--- src/rtl/csr_bank_v2.sv ---
// Avalon-MM CSR slave for the capture engine: config, live status, sticky W1C
// interrupt flags, a saturating packet counter and an ID word, plus a level irq.
module csr_bank_v2 #(
  parameter int          DATA_W  = 32,
  parameter int          ADDR_W  = 4,
  parameter int          CNT_W   = DATA_W,
  parameter logic [31:0] VERSION = 32'h0002_0000
) (
  input  logic                  clk,
  input  logic                  reset,
  input  logic [ADDR_W-1:0]     address,
  input  logic                  read,
  input  logic                  write,
  input  logic [DATA_W-1:0]     writedata,
  input  logic [DATA_W/8-1:0]   byteenable,
  output logic [DATA_W-1:0]     readdata,
  output logic                  readdatavalid,
  input  logic [1:0]            state,
  input  logic                  busy,
  input  logic                  done,
  input  logic                  pkt_done,
  input  logic                  overflow,
  input  logic [DATA_W-1:0]     wr_ptr,
  output logic                  out_enable,
  output logic                  out_start,
  output logic                  out_soft_rst,
  output logic [DATA_W-1:0]     out_buf_start,
  output logic [DATA_W-1:0]     out_buf_size,
  output logic                  irq
);

  localparam int BE_W = DATA_W / 8;
  localparam logic [DATA_W-1:0] ID_VAL = DATA_W'(VERSION);

  localparam logic [ADDR_W-1:0] A_CTRL      = ADDR_W'(0);
  localparam logic [ADDR_W-1:0] A_STATUS    = ADDR_W'(1);
  localparam logic [ADDR_W-1:0] A_IRQ_STAT  = ADDR_W'(2);
  localparam logic [ADDR_W-1:0] A_IRQ_EN    = ADDR_W'(3);
  localparam logic [ADDR_W-1:0] A_BUF_START = ADDR_W'(4);
  localparam logic [ADDR_W-1:0] A_BUF_SIZE  = ADDR_W'(5);
  localparam logic [ADDR_W-1:0] A_WR_PTR    = ADDR_W'(6);
  localparam logic [ADDR_W-1:0] A_PKT_CNT   = ADDR_W'(7);
  localparam logic [ADDR_W-1:0] A_ID        = ADDR_W'(8);

  // Handshake: a read strobe sampled on a clock edge is answered by
  // readdatavalid exactly one cycle later; readdata holds between answers.

  logic              ctrl_en_q, ctrl_en_d;
  logic              start_q, start_d;
  logic              soft_rst_q, soft_rst_d;
  logic [1:0]        irq_stat_q, irq_stat_d;
  logic [1:0]        irq_en_q, irq_en_d;
  logic [DATA_W-1:0] buf_start_q, buf_start_d;
  logic [DATA_W-1:0] buf_size_q, buf_size_d;
  logic [CNT_W-1:0]  pkt_cnt_q, pkt_cnt_d;
  logic              irq_q, irq_d;
  logic [DATA_W-1:0] readdata_q, readdata_d;
  logic              rdv_q, rdv_d;

  logic [DATA_W-1:0] rd_mux;
  logic [DATA_W-1:0] status_val;
  logic [1:0]        w1c_mask;

  function automatic logic [DATA_W-1:0] be_merge(input logic [DATA_W-1:0] old_v,
                                                 input logic [DATA_W-1:0] new_v,
                                                 input logic [BE_W-1:0]   be);
    logic [DATA_W-1:0] res;
    res = old_v;
    for (int i = 0; i < BE_W; i++) begin
      if (be[i]) res[i*8 +: 8] = new_v[i*8 +: 8];
    end
    return res;
  endfunction

  always_comb begin
    status_val             = '0;
    status_val[DATA_W-1]   = busy;
    status_val[DATA_W-2]   = done;
    status_val[1:0]        = state;

    case (address)
      A_CTRL:      rd_mux = DATA_W'(ctrl_en_q);
      A_STATUS:    rd_mux = status_val;
      A_IRQ_STAT:  rd_mux = DATA_W'(irq_stat_q);
      A_IRQ_EN:    rd_mux = DATA_W'(irq_en_q);
      A_BUF_START: rd_mux = buf_start_q;
      A_BUF_SIZE:  rd_mux = buf_size_q;
      A_WR_PTR:    rd_mux = wr_ptr;
      A_PKT_CNT:   rd_mux = DATA_W'(pkt_cnt_q);
      A_ID:        rd_mux = ID_VAL;
      default:     rd_mux = '0;
    endcase
  end

  always_comb begin
    ctrl_en_d   = ctrl_en_q;
    start_d     = 1'b0;
    soft_rst_d  = 1'b0;
    irq_en_d    = irq_en_q;
    buf_start_d = buf_start_q;
    buf_size_d  = buf_size_q;
    pkt_cnt_d   = pkt_cnt_q;
    w1c_mask    = 2'b00;

    if (write && address == A_CTRL && byteenable[0]) begin
      ctrl_en_d  = writedata[0];
      start_d    = writedata[1];
      soft_rst_d = writedata[2];
    end
    if (write && address == A_IRQ_STAT && byteenable[0]) w1c_mask = writedata[1:0];
    if (write && address == A_IRQ_EN && byteenable[0])   irq_en_d = writedata[1:0];
    if (write && address == A_BUF_START) buf_start_d = be_merge(buf_start_q, writedata, byteenable);
    if (write && address == A_BUF_SIZE)  buf_size_d  = be_merge(buf_size_q, writedata, byteenable);

    // New events are OR'd in after the clear so a coincident event survives.
    irq_stat_d = (irq_stat_q & ~w1c_mask) | {overflow, pkt_done};

    if (write && address == A_PKT_CNT) begin
      pkt_cnt_d = CNT_W'(pkt_done);
    end else if (pkt_done && pkt_cnt_q != {CNT_W{1'b1}}) begin
      pkt_cnt_d = pkt_cnt_q + CNT_W'(1);
    end

    irq_d      = |(irq_stat_q & irq_en_q);
    readdata_d = read ? rd_mux : readdata_q;
    rdv_d      = read;
  end

  always_ff @(posedge clk) begin
    if (reset) begin
      ctrl_en_q   <= 1'b0;
      start_q     <= 1'b0;
      soft_rst_q  <= 1'b0;
      irq_stat_q  <= '0;
      irq_en_q    <= '0;
      buf_start_q <= '0;
      buf_size_q  <= '0;
      pkt_cnt_q   <= '0;
      irq_q       <= 1'b0;
      readdata_q  <= '0;
      rdv_q       <= 1'b0;
    end else begin
      ctrl_en_q   <= ctrl_en_d;
      start_q     <= start_d;
      soft_rst_q  <= soft_rst_d;
      irq_stat_q  <= irq_stat_d;
      irq_en_q    <= irq_en_d;
      buf_start_q <= buf_start_d;
      buf_size_q  <= buf_size_d;
      pkt_cnt_q   <= pkt_cnt_d;
      irq_q       <= irq_d;
      readdata_q  <= readdata_d;
      rdv_q       <= rdv_d;
    end
  end

  assign readdata      = readdata_q;
  assign readdatavalid = rdv_q;
  assign out_enable    = ctrl_en_q;
  assign out_start     = start_q;
  assign out_soft_rst  = soft_rst_q;
  assign out_buf_start = buf_start_q;
  assign out_buf_size  = buf_size_q;
  assign irq           = irq_q;

endmodule

--- config.mk ---
export PLATFORM = sky130hd
export DESIGN_NAME = csr_bank_v2
export DESIGN_NICKNAME = d
export VERILOG_FILES = /design/src/rtl/csr_bank_v2.sv
export SDC_FILE = /design/constraint.sdc
export NUM_CORES = 1
export LEC_CHECK = 0
export CORE_MARGIN = 2
export CORE_UTILIZATION = 40
export DETAILED_ROUTE_END_ITERATION = 16
export PLACE_DENSITY = 0.7
export SLEW_MARGIN = 20
export SYNTH_ARGS = -nofsm -noshare
export SYNTH_HDL_FRONTEND = slang
export SYNTH_SLANG_ARGS = --single-unit
export TNS_END_PERCENT = 5
--- constraint.sdc ---
create_clock -name clk -period 1.95 [get_ports clk]
set_clock_uncertainty 0.1 [all_clocks]
set_input_delay 0.39 -clock clk [delete_from_list [all_inputs] [get_ports clk]]
set_output_delay 0.39 -clock clk [all_outputs]
set_load 0.02 [all_outputs]
==> metrics <==
CTS tree yes; Clock Latency Late Sink 430 ps; starting density of the core 0.4133; routed vias 6809; die height 127.0 um; Synth area leaders dfxtp_1, a21oi_1, nand2_1; vias per inst ~5.6; P_leak 3.560 nW; post-synthesis cell count approximately 770; DP HPWL between 15000 and 20000 um; P_sw 1.553 mW; syn_area_per_cell 7.911 um2; Worst-path clk slew 60 ps; Cell Rows 44; Cell variety after synth 50; Worst EP arrival 2250 ps; share of power burned in registers 0.425; drt wl/cell about 17 um; initial DRC count 591; reg2reg end pkt_cnt_q[2]; flop-to-flop setup slack -50 ps; DRC 0; fmax 499.2 MHz; H-Tree Depth 4; Final Hold Fails 0; Total Die Area around 0.016 mm2; crit path launch type register; Post-DRT Antenna Nets 0; Clock Tree Root clkbuf_16; worst setup margin -53.05 ps; vias in the first global route 6512; routed wire length 21200 um; Die X-Extent 127.0 um; post-route cell area between 0.009 and 0.01 mm2; Area growth, synth to finish 58.80%; I/O pins 183; FILL cells between 1000 and 1500; Critical Path Source pkt_cnt_q[4]; final setup vio count 7; ANT cells 0; Syn Nets 848; synthesis warning total 0; Max clock buf depth 2; Final Wtd Congestion 0.8773; r2r startpoint pkt_cnt_q[4]; max_slew headroom 0.7262; top post-synthesis cells by count nand2_1, a21oi_1, dfxtp_1; status finished with violations; Internal slightly above 5 mW; post-synth top area share 0.4532; Peak VDD IR 0.0006164 V; Critical Path End Type register; pin count of the biggest net entering global routing a little under 80; most used flip-flop cell after synthesis dfxtp_1; Worst R2R Path Depth 7; CP Max Fanout 5; Synth async-reset ratio 0; most numerous cell in the Yosys netlist nand2_1; GRT Util Overall 0.2598; crit share post-route 1.027; core footprint between 0.01 and 0.015 mm2; failing checks setup timing; Max-cap violations 0; required time worst endpoint between 2000 and 2500 ps; Final Util 0.6563; Fin Hold WS 181.4 ps; min Tclk post-route 2003 ps; #FFs+latches synth ~140; Post-synth EDFFs 0; iteration count of the initial detailed-routing pass 5; Final Max Tran Viols 0; slew of the pin with the lowest slew margin 409.2 ps; type of the worst min-delay path in2reg; Setup crit end pkt_cnt_q[2]; layout cell share with drive strength beyond 1 0.1696; CTS Sinks 137; placed cell area 0.008871 mm2; total grt overflow 0; # port buffers approximately 180; cts bufs inserted 17; Logic pwr share 0.085; nets ~1100; PwrDens 695.7 mW/mm2; Mapped Area 0.006052 mm2; Sw Share 0.2322; register area share after synthesis 0.4532; critical path type reg2reg; initial antenna violation count 0; RSZ-0062 raised after global routing true; largest area contributor in the netlist dfxtp_1; first-pass GRT wire length 33470 um; Clk pwr share 0.491
[cells by family after synthesis]
kind of cell,Yosys count,synth area share
multiplexers,5,0.01054
AND/OR/NAND/NOR,300,0.2280
buffers and inverters,59,0.03763
XOR/XNOR,7,0.01013
AO/OA/AOI/OAI,256,0.2584
flip-flops,137,0.4532
adder cells (fa/ha/maj),1,0.002067
[layer usage]
metal	up-vias	track usage	routed length [um]
met5	-	0	0
li1	3279	-	-
met4	0	0.09308	430
met1	3195	0.3291	8982
met2	300	0.4399	10120
met3	35	0.05402	1666
[per-stage QoR]
stage	total power [mW]	setup WS [ps]	TNS, ps	instances
floorplan	3.088	-63.17	-1959	765
global placement	3.451	-398.3	-40830	1188
detailed placement	3.452	-426.3	-43260	1188
CTS	6.708	-55.60	-203.6	1222
global route	6.877	-128.8	-1596	1222
finish	6.686	-53.05	-205.7	1222
[how the worst min path moves through the flow]
stage | start | endpoint | slack (ps) | cells after the start
3_5_place_dp | out_buf_size[14] | out_buf_size[14] | 370 | 2
3_3_place_gp | out_buf_start[4] | out_buf_start[4] | 360 | 2
5_1_grt | reset | irq_en_q[1] | 190 | 2
6_report | reset | irq_en_q[1] | 180 | 2
2_1_floorplan | pkt_cnt_q[17] | pkt_cnt_q[17] | 370 | 2
4_1_cts | reset | out_enable | 160 | 2
[area by class of cell]
class / count / area [um2] / share of cell area
clock inverters: 14 / 170.2 / 0.01771
repair buffers: 294 / 2815 / 0.2929
multi-input cells: 569 / 3197 / 0.3326
inverters: 6 / 22.52 / 0.002343
clock buffers: 18 / 429.2 / 0.04466
well taps: 184 / 230.2 / 0.02396
flip-flops and latches: 137 / 2746 / 0.2858
[flip-flops by register name, summed over array words and instances, names as in the netlist]
register / cells
out_start: 1
irq_en_q: 2
out_buf_start: 32
out_enable: 1
irq: 1
out_soft_rst: 1
readdata: 32
out_buf_size: 32
readdatavalid: 1
irq_stat_q: 2
pkt_cnt_q: 32
[repair_timing]
action | 4_1_cts | 5_1_grt
gates resized for setup | 11 | 34
endpoints found under the hold margin | 0 | 0
pin swaps | 4 | 5
buffers inserted | 1 | 0
setup endpoints to repair | 18 | 112
hold buffers | 0 | 0
gates cloned | 1 | 0
[placed cells by master, fill, tap and decap left out, drive strengths merged, types with 3 or more instances in the layout]
cell	n
clkdlybuf4s50	167
nand2	155
a21oi	153
dfxtp	137
buf	113
a22oi	59
nor2	55
nand3	23
clkbuf	18
o21ai	15
or3	14
and3	12
dlymetal6s2s	11
nand4	10
inv	9
a31oi	7
and4	7
xnor2	6
a222oi	4
clkinvlp	4
clkinv	4
and2	3
nand2b	3
o31ai	3
a41o	3
mux2i	3
bufinv	3
dlygate4sd2	3
or4	3
nor3	3
[power groups by stage]
stage | logic, mW | clock network, mW | registers, mW
5_1_grt | 0.605 | 3.43 | 2.84
4_1_cts | 0.556 | 3.31 | 2.84
2_1_floorplan | 0.170 | 0 | 2.92
6_report | 0.566 | 3.28 | 2.84
3_3_place_gp | 0.551 | 0 | 2.90
3_5_place_dp | 0.552 | 0 | 2.90
[worst max-delay path: stages (launching register included)]
cell and delay (ps):
dfxtp_2 330, nand4_1 140, or4_4 550, buf_6 150, o41ai_4 240, buf_4 200, nor2_1 60, nor3_2 160
Power figures use the tool's default switching activity.
